## src/rtl/glitchcore_pkg.sv

```systemverilog
// Shared definitions for the glitchcore Wishbone glitch trigger: register map,
// sequencer state encoding and default counter width.
package glitchcore_pkg;

    localparam int unsigned CNT_W_DEFAULT = 32;

    localparam logic [7:0] STATUS     = 8'h0C;
    localparam logic [7:0] CNT_CTRL   = 8'h10;
    localparam logic [7:0] CNT_TARGET = 8'h14;
    localparam logic [7:0] CNT_VALUE  = 8'h18;
    localparam logic [7:0] DLY_CTRL   = 8'h20;
    localparam logic [7:0] DLY_CYCLES = 8'h24;
    localparam logic [7:0] WID_CTRL   = 8'h30;
    localparam logic [7:0] WID_CYCLES = 8'h34;

    // DONE is not a separate encoding: it is IDLE with the sequencer held disarmed.
    typedef enum logic [1:0] {
        ST_IDLE  = 2'd0,
        ST_COUNT = 2'd1,
        ST_DELAY = 2'd2,
        ST_PULSE = 2'd3
    } gc_state_e;

    function automatic logic [7:0] reg_offset(input logic [5:0] word_adr);
        return {word_adr, 2'b00};
    endfunction

endpackage

```

## src/rtl/glitchcore_seq.sv

```systemverilog
// Event edge detector, count/delay/width sequencer and registered glitch output.
// With GLITCHCORE_EVENT_SYNC_EN defined, the event input is first passed through a 2-flop synchronizer.
module glitchcore_seq
    import glitchcore_pkg::*;
#(
    parameter int unsigned CNT_W = CNT_W_DEFAULT
) (
    input  logic             clk_i,
    input  logic             rst_ni,
    input  logic             event_i,
    input  logic             cnt_en_i,
    input  logic [CNT_W-1:0] cnt_target_i,
    input  logic             dly_en_i,
    input  logic [CNT_W-1:0] dly_cycles_i,
    input  logic             wid_en_i,
    input  logic [CNT_W-1:0] wid_cycles_i,
    output logic             glitch_o,
    output gc_state_e        state_o,
    output logic [CNT_W-1:0] cnt_value_o
);

    gc_state_e        state_q;
    logic             done_q;
    logic             ev_prev_q;
    logic             glitch_q;
    logic [CNT_W-1:0] cnt_q;
    logic [CNT_W-1:0] tgt_q;
    logic [CNT_W-1:0] dly_q;
    logic [CNT_W-1:0] wid_q;

    logic             ev_s;
    logic             rise;
    logic [CNT_W-1:0] cnt_d;

`ifdef GLITCHCORE_EVENT_SYNC_EN
    logic [1:0] sync_q;

    always_ff @(posedge clk_i) begin
        if (!rst_ni) begin
            sync_q <= '0;
        end else begin
            sync_q <= {sync_q[0], event_i};
        end
    end

    assign ev_s = sync_q[1];
`else
    assign ev_s = event_i;
`endif

    assign rise = ev_s & ~ev_prev_q;

    // Saturating edge count; stays at all-ones instead of wrapping.
    always_comb begin
        cnt_d = cnt_q;
        if (cnt_q != '1) begin
            cnt_d = cnt_q + CNT_W'(1);
        end
    end

    always_ff @(posedge clk_i) begin
        if (!rst_ni) begin
            state_q   <= ST_IDLE;
            done_q    <= 1'b0;
            ev_prev_q <= 1'b0;
            glitch_q  <= 1'b0;
            cnt_q     <= '0;
            tgt_q     <= '0;
            dly_q     <= '0;
            wid_q     <= '0;
        end else begin
            ev_prev_q <= ev_s;
            if (!cnt_en_i) begin
                state_q  <= ST_IDLE;
                done_q   <= 1'b0;
                glitch_q <= 1'b0;
            end else begin
                case (state_q)
                    ST_IDLE: begin
                        if (!done_q) begin
                            state_q <= ST_COUNT;
                            cnt_q   <= '0;
                            tgt_q   <= cnt_target_i;
                        end
                    end
                    ST_COUNT: begin
                        if (rise) begin
                            cnt_q <= cnt_d;
                            if (cnt_d >= tgt_q) begin
                                state_q <= ST_DELAY;
                                dly_q   <= dly_en_i ? dly_cycles_i : '0;
                            end
                        end
                    end
                    ST_DELAY: begin
                        // Output is raised on PULSE entry, giving D+1 cycles from the final edge.
                        if (dly_q == '0) begin
                            state_q  <= ST_PULSE;
                            wid_q    <= wid_en_i ? wid_cycles_i : '0;
                            glitch_q <= wid_en_i && (wid_cycles_i != '0);
                        end else begin
                            dly_q <= dly_q - CNT_W'(1);
                        end
                    end
                    ST_PULSE: begin
                        if (wid_q <= CNT_W'(1)) begin
                            state_q  <= ST_IDLE;
                            done_q   <= 1'b1;
                            glitch_q <= 1'b0;
                        end else begin
                            wid_q <= wid_q - CNT_W'(1);
                        end
                    end
                    default: state_q <= ST_IDLE;
                endcase
            end
        end
    end

    assign glitch_o    = glitch_q;
    assign state_o     = state_q;
    assign cnt_value_o = cnt_q;

endmodule

```

## src/rtl/glitchcore_wb.sv

```systemverilog
// Wishbone register file for the glitch trigger; wraps glitchcore_seq.
// GLITCHCORE_EVENT_SYNC_EN (in glitchcore_seq) adds an event input synchronizer.
module glitchcore_wb
    import glitchcore_pkg::*;
#(
    parameter int unsigned CNT_W = CNT_W_DEFAULT
) (
    input  logic        clk,
    input  logic        rst,
    input  logic        event_in,
    output logic        glitch_out,
    input  logic [31:0] wb_adr_i,
    input  logic [31:0] wb_dat_i,
    output logic [31:0] wb_dat_o,
    input  logic        wb_we_i,
    input  logic        wb_sel_i,
    input  logic        wb_stb_i,
    input  logic        wb_cyc_i,
    output logic        wb_ack_o
);

    logic             cnt_ctrl_q;
    logic             dly_ctrl_q;
    logic             wid_ctrl_q;
    logic [CNT_W-1:0] cnt_target_q;
    logic [CNT_W-1:0] dly_cycles_q;
    logic [CNT_W-1:0] wid_cycles_q;
    logic             ack_q;
    logic             ack_d;
    logic [31:0]      dat_q;
    logic [31:0]      dat_d;

    logic [7:0]       off;
    gc_state_e        seq_state;
    logic [CNT_W-1:0] seq_cnt;
    logic             unused_ok;

    assign off       = reg_offset(wb_adr_i[7:2]);
    assign unused_ok = ^{wb_sel_i, wb_cyc_i, wb_adr_i[31:8], wb_adr_i[1:0]};
    assign ack_d     = wb_stb_i & ~ack_q;

    always_comb begin
        dat_d = '0;
        case (off)
            STATUS:     dat_d = 32'(seq_state);
            CNT_CTRL:   dat_d = {31'b0, cnt_ctrl_q};
            CNT_TARGET: dat_d = 32'(cnt_target_q);
            CNT_VALUE:  dat_d = 32'(seq_cnt);
            DLY_CTRL:   dat_d = {31'b0, dly_ctrl_q};
            DLY_CYCLES: dat_d = 32'(dly_cycles_q);
            WID_CTRL:   dat_d = {31'b0, wid_ctrl_q};
            WID_CYCLES: dat_d = 32'(wid_cycles_q);
            default:    dat_d = '0;
        endcase
    end

    always_ff @(posedge clk) begin
        if (!rst) begin
            cnt_ctrl_q   <= 1'b0;
            dly_ctrl_q   <= 1'b0;
            wid_ctrl_q   <= 1'b0;
            cnt_target_q <= '0;
            dly_cycles_q <= '0;
            wid_cycles_q <= '0;
            ack_q        <= 1'b0;
            dat_q        <= '0;
        end else begin
            ack_q <= ack_d;
            if (ack_d) begin
                dat_q <= dat_d;
            end
            // Writes commit on every strobed cycle; a held strobe just rewrites the same value.
            if (wb_stb_i && wb_we_i) begin
                case (off)
                    CNT_CTRL:   cnt_ctrl_q   <= wb_dat_i[0];
                    CNT_TARGET: cnt_target_q <= CNT_W'(wb_dat_i);
                    DLY_CTRL:   dly_ctrl_q   <= wb_dat_i[0];
                    DLY_CYCLES: dly_cycles_q <= CNT_W'(wb_dat_i);
                    WID_CTRL:   wid_ctrl_q   <= wb_dat_i[0];
                    WID_CYCLES: wid_cycles_q <= CNT_W'(wb_dat_i);
                    default: ;
                endcase
            end
        end
    end

    glitchcore_seq #(
        .CNT_W (CNT_W)
    ) u_seq (
        .clk_i        (clk),
        .rst_ni       (rst),
        .event_i      (event_in),
        .cnt_en_i     (cnt_ctrl_q),
        .cnt_target_i (cnt_target_q),
        .dly_en_i     (dly_ctrl_q),
        .dly_cycles_i (dly_cycles_q),
        .wid_en_i     (wid_ctrl_q),
        .wid_cycles_i (wid_cycles_q),
        .glitch_o     (glitch_out),
        .state_o      (seq_state),
        .cnt_value_o  (seq_cnt)
    );

    assign wb_ack_o = ack_q;
    assign wb_dat_o = dat_q;

endmodule

```

## config.mk

```make
export PLATFORM = sky130hd
export DESIGN_NAME = glitchcore_wb
export DESIGN_NICKNAME = d
export VERILOG_FILES = /design/src/rtl/glitchcore_pkg.sv /design/src/rtl/glitchcore_seq.sv /design/src/rtl/glitchcore_wb.sv
export SDC_FILE = /design/constraint.sdc
export NUM_CORES = 1
export LEC_CHECK = 0
export ABC_AREA = 0
export CAP_MARGIN = 30
export CORE_MARGIN = 4
export CORE_UTILIZATION = 43
export DETAILED_ROUTE_END_ITERATION = 8
export PLACE_DENSITY = 0.74
export SLEW_MARGIN = 0
export SYNTH_ARGS = -nofsm -noshare
export SYNTH_HDL_FRONTEND = slang
export SYNTH_SLANG_ARGS = --single-unit
```

## constraint.sdc

```tcl
create_clock -name clk -period 4.6 [get_ports clk]
set_clock_uncertainty 0.15 [all_clocks]
set_input_delay 0.46 -clock clk [delete_from_list [all_inputs] [get_ports clk]]
set_output_delay 0.46 -clock clk [all_outputs]
set_load 0.005 [all_outputs]
```

==> impl_metrics.csv, run 1 <==
group,metric,value,unit
status,status,"finished, violations left",
status,violations,"DRC",
logic_synthesis,syn-cell-area,0.0138,mm²
setup_path,critPathRequiredTime,4.90,ns
sta,setup_viol,0,
logic_synthesis,yosysTopAreaCellShare,38.4,%
grt,use_met3,3.86,%
sta,final-hold-violation-count,0,
setup_path,worstSetupEndpointType,"flip-flop",
sta,finalCritPeriodShare,95.1,%
min_path,hold_end,"u_seq.wid_q[16]",
setup_path,path_max_fanout,23,
grt,grt_pass1_wl,72100,µm
min_path,hp-start,"u_seq.wid_q[16]",
clock_tree,cts_sinks,265,
clock_tree,clockBufferDepth,3,
sta,setup_slack,0.225,ns
route,drt_first_pass_iters,9,
sta,tightest_slew,1.04,ns
min_path,hold_path_class,"reg2reg",
final_layout,synthToLayoutAreaGrowth,16.6,%
clock_tree,clk_pin_slew,0.06,ns
floorplan,die_x,187,µm
logic_synthesis,ys_top_cells_by_area,"dfxtp_1, nand2_1, a21oi_1",
placement,place_congestion,0.876,
grt,grt_antenna_before_repair,0,
logic_synthesis,synth_nets,1967,
setup_path,arrival,4.68,ns
logic_synthesis,ys_types,63,
power_and_ir_drop,report.power.total,4860,µW
final_layout,drive_gt1_share,7.78,%
clock_tree,clock_latency,0.57,ns
final_layout,n_antenna_cell,0,
route,route.detailed.drc,1,
min_path,whs_path_depth,2,
placement,dp_cells,2251,
route,wl,45600,µm
setup_path,r2r_slack,0.23,ns
power_and_ir_drop,peakVddDrop,0.283,mV
route,vias,14300,
placement,port_buffers,76,
sta,timing.slew.headroom,30.8,%
grt,met2_usage,39.6,%
logic_synthesis,synth.largest_area_cell,"dfxtp_1",
setup_path,reg2reg_depth,17,
setup_path,critPathKind,"reg2reg",
floorplan,io_pins,105,
clock_tree,cts_tree,"done",
logic_synthesis,ys.warnings.count,0,
route,ant_nets,0,
placement,dp_hpwl,31200,µm
floorplan,die_area,0.0351,mm²
grt,busiest_layer,"met2",
route,first_iter_violations,2109,
floorplan,die_y,187,µm
logic_synthesis,synth.avg_cell_area,7.44,µm²
floorplan,row_count,65,
clock_tree,cts_root_buffer,"clkbuf_16",
logic_synthesis,synth-main-ff-cell,"dfxtp_1",
clock_tree,numCtsBuffers,29,
logic_synthesis,synth_edf_count,0,
placement,dp_worst_setup_slack,0.0860,ns
sta,fmax,0.229,GHz
grt,grt_pass1_vias,13300,
route,vias_per_cell,6.20,
logic_synthesis,ys_seq_area_share,38.4,%
floorplan,core_area,0.0316,mm²
sta,slew_violations,0,
grt,use_met1,34.3,%
logic_synthesis,syn_inst,1856,
route,wire_per_inst,19.8,µm
power_and_ir_drop,leakagePower,0.00562,µW
setup_path,startpoint_type,"flip-flop",
setup_path,r2r_end,"u_seq.dly_q[16]",
run,timing.max_cap.violations,0,
power_and_ir_drop,powerDensity,302,mW/mm²
grt,grt_max_degree,109,
grt,grt_use_total,24.7,%
logic_synthesis,ys_seq_elements,265,
clock_tree,cts_max_level,1,
setup_path,r2r_start,"u_seq.cnt_value_o[8]",
floorplan,start_util,43.7,%
clock_tree,cts_hold_buffers,0,
final_layout,final_nets,1993,
final_layout,final_cells,2305,
sta,post-route-min-period,4.37,ns
grt,overflow,0,
logic_synthesis,ys_async_sr_fraction,0,%
[critical path, cell delays in order, from the launching register on]
cell and delay [ns]:
dfxtp_1 0.44, and4_4 0.30, nand4_1 0.18, or4_1 0.62
o21ai_2 0.19, buf_4 0.17, nor3_1 0.08, xor2_1 0.16
ha_1 0.32, nand2_1 0.06, nor3_2 0.26, o311ai_1 0.17
a311oi_1 0.25, buf_4 0.17, o21ai_4 0.08, buf_12 0.17
clkbuf_16 0.19, o221a_2 0.30
[where the power goes]
| part | internal [µW] | total, µW | leakage (µW) | switching [µW] |
|---|---|---|---|---|
| Sequential | 2300 | 2300 | 0.00213 | 2.84 |
| Clock | 1440 | 2410 | 0.000478 | 975 |
| Combinational | 45.6 | 144 | 0.00301 | 98.3 |
[final cells by class]
class                      instances  area [µm²]
tap                              402         503
clock buffer                      42         845
timing repair buffer             142        1330
inverter                          51         196
fill                            2990       15500
sequential                       265        5310
clock inverter                    10         138
multi-input combinational       1393        7790
[Yosys cell counts (8+ instances only)]
library cell  count
nand2_1         453
a21oi_1         271
dfxtp_1         265
clkbuf_1        132
nor2_1           91
inv_1            50
nand3_1          48
nor3_1           46
ha_1             40
o21ai_0          35
a21o_1           34
a222oi_1         32
or3_1            27
xnor2_1          26
o32ai_1          22
nand4_1          20
nor4_1           20
xor2_1           20
a31oi_1          18
a221oi_1         16
and3_1           15
or4_1            14
and2_1           10
nor2b_1          10
o21a_1            8
o31ai_1           8
[placed cells by master, fill, tap and decap left out, drive strengths merged, types with 22 or more instances in the layout]
master,synthesis,layout
ha,40,40
nor2,91,91
o32ai,22,22
xnor2,26,26
nand2,453,453
nand3,48,48
a222oi,32,32
clkbuf,132,43
o21ai,45,45
or3,27,27
a21o,34,34
clkdlybuf4s50,0,75
dfxtp,265,265
inv,50,53
a21oi,271,271
buf,15,66
nor3,46,46
[stage by stage]
step           setup TNS [ns]  hold WS (ns)  util [%]  area, µm²
6_report                    0         0.298      50.9      16100
5_1_grt               -0.0407         0.321      50.9      16100
4_1_cts                     0         0.299      50.6      16000
3_5_place_dp                0         0.291      47.5      15000
3_3_place_gp                0         0.286      47.5      15000
2_1_floorplan               0         0.278         -      13800
[kinds of logic after synthesis]
logic type	after synthesis	share of synthesized area (%)
AO/OA/AOI/OAI	512	23.3
XOR/XNOR	46	2.92
adder cells (fa/ha/maj)	40	3.62
buffers and inverters	198	5.71
flip-flops	265	38.4
multiplexers	11	0.851
AND/OR/NAND/NOR	784	25.2
[how the worst max path moves through the flow]
stage,start,end,cells past startpoint
3_3_place_gp,u_seq.cnt_value_o[8],u_seq.dly_q[24],16
5_1_grt,u_seq.cnt_value_o[8],u_seq.dly_q[15],18
4_1_cts,u_seq.cnt_value_o[8],u_seq.dly_q[9],19
2_1_floorplan,u_seq.cnt_value_o[9],u_seq.dly_q[14],16
6_report,u_seq.cnt_value_o[8],u_seq.dly_q[16],17
3_5_place_dp,u_seq.cnt_value_o[8],u_seq.dly_q[9],19
[flip-flops by register name (all words and copies together), names as in the netlist]
signal / flops
u_seq.cnt_value_o: 32
dly_ctrl_q: 1
cnt_ctrl_q: 1
wid_cycles_q: 32
u_seq.done_q: 1
u_seq.dly_q: 32
u_seq.tgt_q: 32
wid_ctrl_q: 1
u_seq.glitch_o: 1
cnt_target_q: 32
wb_ack_o: 1
u_seq.state_o: 2
u_seq.ev_prev_q: 1
wb_dat_o: 32
u_seq.wid_q: 32
dly_cycles_q: 32
[routing by layer]
metal / wire length [µm] / vias to the layer above / share of wire, %
li1: - / 6627 / -
met3: 4440 / 106 / 9.7
met1: 18900 / 6774 / 41
met5: 0 / - / 0
met4: 1740 / 0 / 3.8
met2: 20500 / 783 / 45
[what timing repair did]
action / in CTS / in global routing
endpoints found under the setup margin: 0 / 34
resized for setup: 0 / 14
setup buffers: 0 / 1
Note: power is estimated with default switching activity, not from simulation.
==> run 2, diff against run 1 <==
CTS_CLUSTER_DIAMETER = 80   (was default)
PLACE_DENSITY = 0.72   (was 0.74)
clock period = 4.4 ns   (was 4.6 ns; I/O delays follow)
==> run 2 against run 1 <==
Net effect: the flow still finishes with violations (DRC); flip-flop and latch count stayed put; die area unchanged; sequential share of layout area down 0.38 points; register-to-register slack got worse by 0.06 ns; via count down 0.71%; maximum frequency increased by 3.3%; cell count grew 0.65%; sequential power grew 5%; design area rose by 1.2%; first-iteration DRC count down 7.5%.
==> impl_metrics.csv, run 2 (same netlist as run 1, synthesis figures left out) <==
group,metric,value,unit
floorplan,row_count,65,
floorplan,core_area,0.0316,mm²
placement,dpl_cell_area,0.0151,mm²
setup_path,arrival,4.54,ns
power_and_ir_drop,powerDensity,327,mW/mm²
route,drt_first_pass_iters,9,
power_and_ir_drop,clkPwrFrac,52.0,%
final_layout,synthToLayoutAreaGrowth,17.9,%
floorplan,die_area,0.0351,mm²
sta,finalCritPeriodShare,96.3,%
sta,setup_viol,0,
final_layout,n_antenna_cell,0,
route,vias,14200,
route,wire_per_inst,20.0,µm
clock_tree,clockBufferDepth,3,
status,status,"finished, violations left",
grt,grt_pass1_vias,13200,
clock_tree,clk_pin_slew,0.06,ns
grt,grt_use_total,24.8,%
power_and_ir_drop,intPower,4150,µW
power_and_ir_drop,peakVddDrop,0.300,mV
placement,place_congestion,0.901,
route,route.detailed.drc,8,
power_and_ir_drop,seq_power_share,45.1,%
setup_path,path_max_fanout,39,
final_layout,final_cell_mix,"nand2_1, a21oi_1, dfxtp_1",
grt,grt_pass1_wl,72100,µm
final_layout,layout_commonest_cell,"nand2_1",
status,violations,"DRC",
clock_tree,cts_tree,"done",
floorplan,die_x,187,µm
route,wl,46300,µm
clock_tree,cts_max_level,1,
clock_tree,cts_root_buffer,"clkbuf_16",
route,vias_per_cell,6.12,
sta,tightest_slew,1.02,ns
grt,grt_antenna_before_repair,0,
min_path,hold_path_class,"in2reg",
placement,dp_worst_setup_slack,0.160,ns
sta,setup_slack,0.163,ns
power_and_ir_drop,report.power.total,5330,µW
floorplan,start_util,43.7,%
setup_path,critPathRequiredTime,4.70,ns
grt,grt_max_degree,99,
final_layout,drive_gt1_share,8.65,%
sta,post-route-min-period,4.24,ns
clock_tree,clock_latency,0.57,ns
sta,slew_violations,0,
final_layout,final_area,0.0163,mm²
floorplan,die_y,187,µm
placement,dp_hpwl,31900,µm
power_and_ir_drop,p_sw,1180,µW
power_and_ir_drop,swShare,22.1,%
grt,overflow,0,
setup_path,critPathKind,"reg2reg",
route,ant_nets,0,
setup_path,startpoint_type,"flip-flop",
clock_tree,cts_hold_buffers,0,
final_layout,final_util,51.5,%
sta,fin_setup_tns,0,ns
sta,timing.slew.headroom,31.2,%
run,timing.max_cap.violations,0,
setup_path,worstSetupEndpointType,"flip-flop",
placement,port_buffers,76,
clock_tree,numCtsBuffers,30,
sta,final-hold-violation-count,0,
final_layout,final_nets,2006,
route,first_iter_violations,1951,
floorplan,io_pins,105,
power_and_ir_drop,combPwrFrac,2.9,%
power_and_ir_drop,leakagePower,0.00572,µW
sta,fmax,0.236,GHz
clock_tree,cts_sinks,265,
[run 2: per-layer routing]
layer | routed length (µm) | share of wire [%] | up-vias | global-route usage [%]
met1 | 19200 | 42 | 6711 | 33.9
li1 | - | - | 6652 | -
met2 | 20800 | 45 | 695 | 39.4
met3 | 3940 | 8.5 | 131 | 3.40
met4 | 2340 | 5.0 | 0 | 10.7
met5 | 0 | 0 | - | 0
[run 2: worst max-delay path: stages, from the launching register on]
cell,delay [ns]
dfxtp_1,0.49
nand4_1,0.32
or4_4,0.61
o21ai_4,0.18
buf_4,0.15
nor3_1,0.06
xor2_1,0.20
ha_1,0.28
and4_1,0.23
a221oi_1,0.34
o2111ai_1,0.16
buf_4,0.19
o21ai_4,0.17
buf_12,0.22
a21oi_1,0.06
o221a_2,0.29
[run 2: per-stage QoR]
step	hold WS (ns)	instances
after floorplan	0.278	1856
after global placement	0.291	2261
after detailed placement	0.295	2262
after CTS	0.126	2317
after global routing	0.162	2320
final	0.138	2320
[run 2: cell type report]
class	instances	area, µm²
tap	402	503
sequential	265	5310
inverter	51	196
multi-input combinational	1393	7800
timing repair buffer	154	1390
clock buffer	40	890
clock inverter	15	208
fill	3009	15300
[run 2: power by group through the flow]
stage	clock (µW)	combinational (µW)	sequential [µW]
finish	2770	157	2410
detailed placement	0	152	2460
global route	2880	164	2400
CTS	2790	153	2410
floorplan	0	63.1	2460
global placement	0	149	2460
[run 2: what timing repair did]
| item | CTS | global route |
|---|---|---|
| resized for setup | 0 | 13 |
| endpoints found under the hold margin | 0 | 0 |
| setup endpoints to repair | 0 | 34 |
| buffers inserted | 0 | 3 |
[run 2: worst paths after layout]
path	from	end	slack, ns	depth (start not counted)
setup / recovery	u_seq.cnt_value_o[22]	u_seq.dly_q[11]	0.16	15
hold / removal	rst	wb_dat_o[1]	0.14	3
setup reg to reg	u_seq.cnt_value_o[22]	u_seq.dly_q[11]	0.16	15
hold reg to reg	u_seq.tgt_q[9]	u_seq.tgt_q[9]	0.30	2
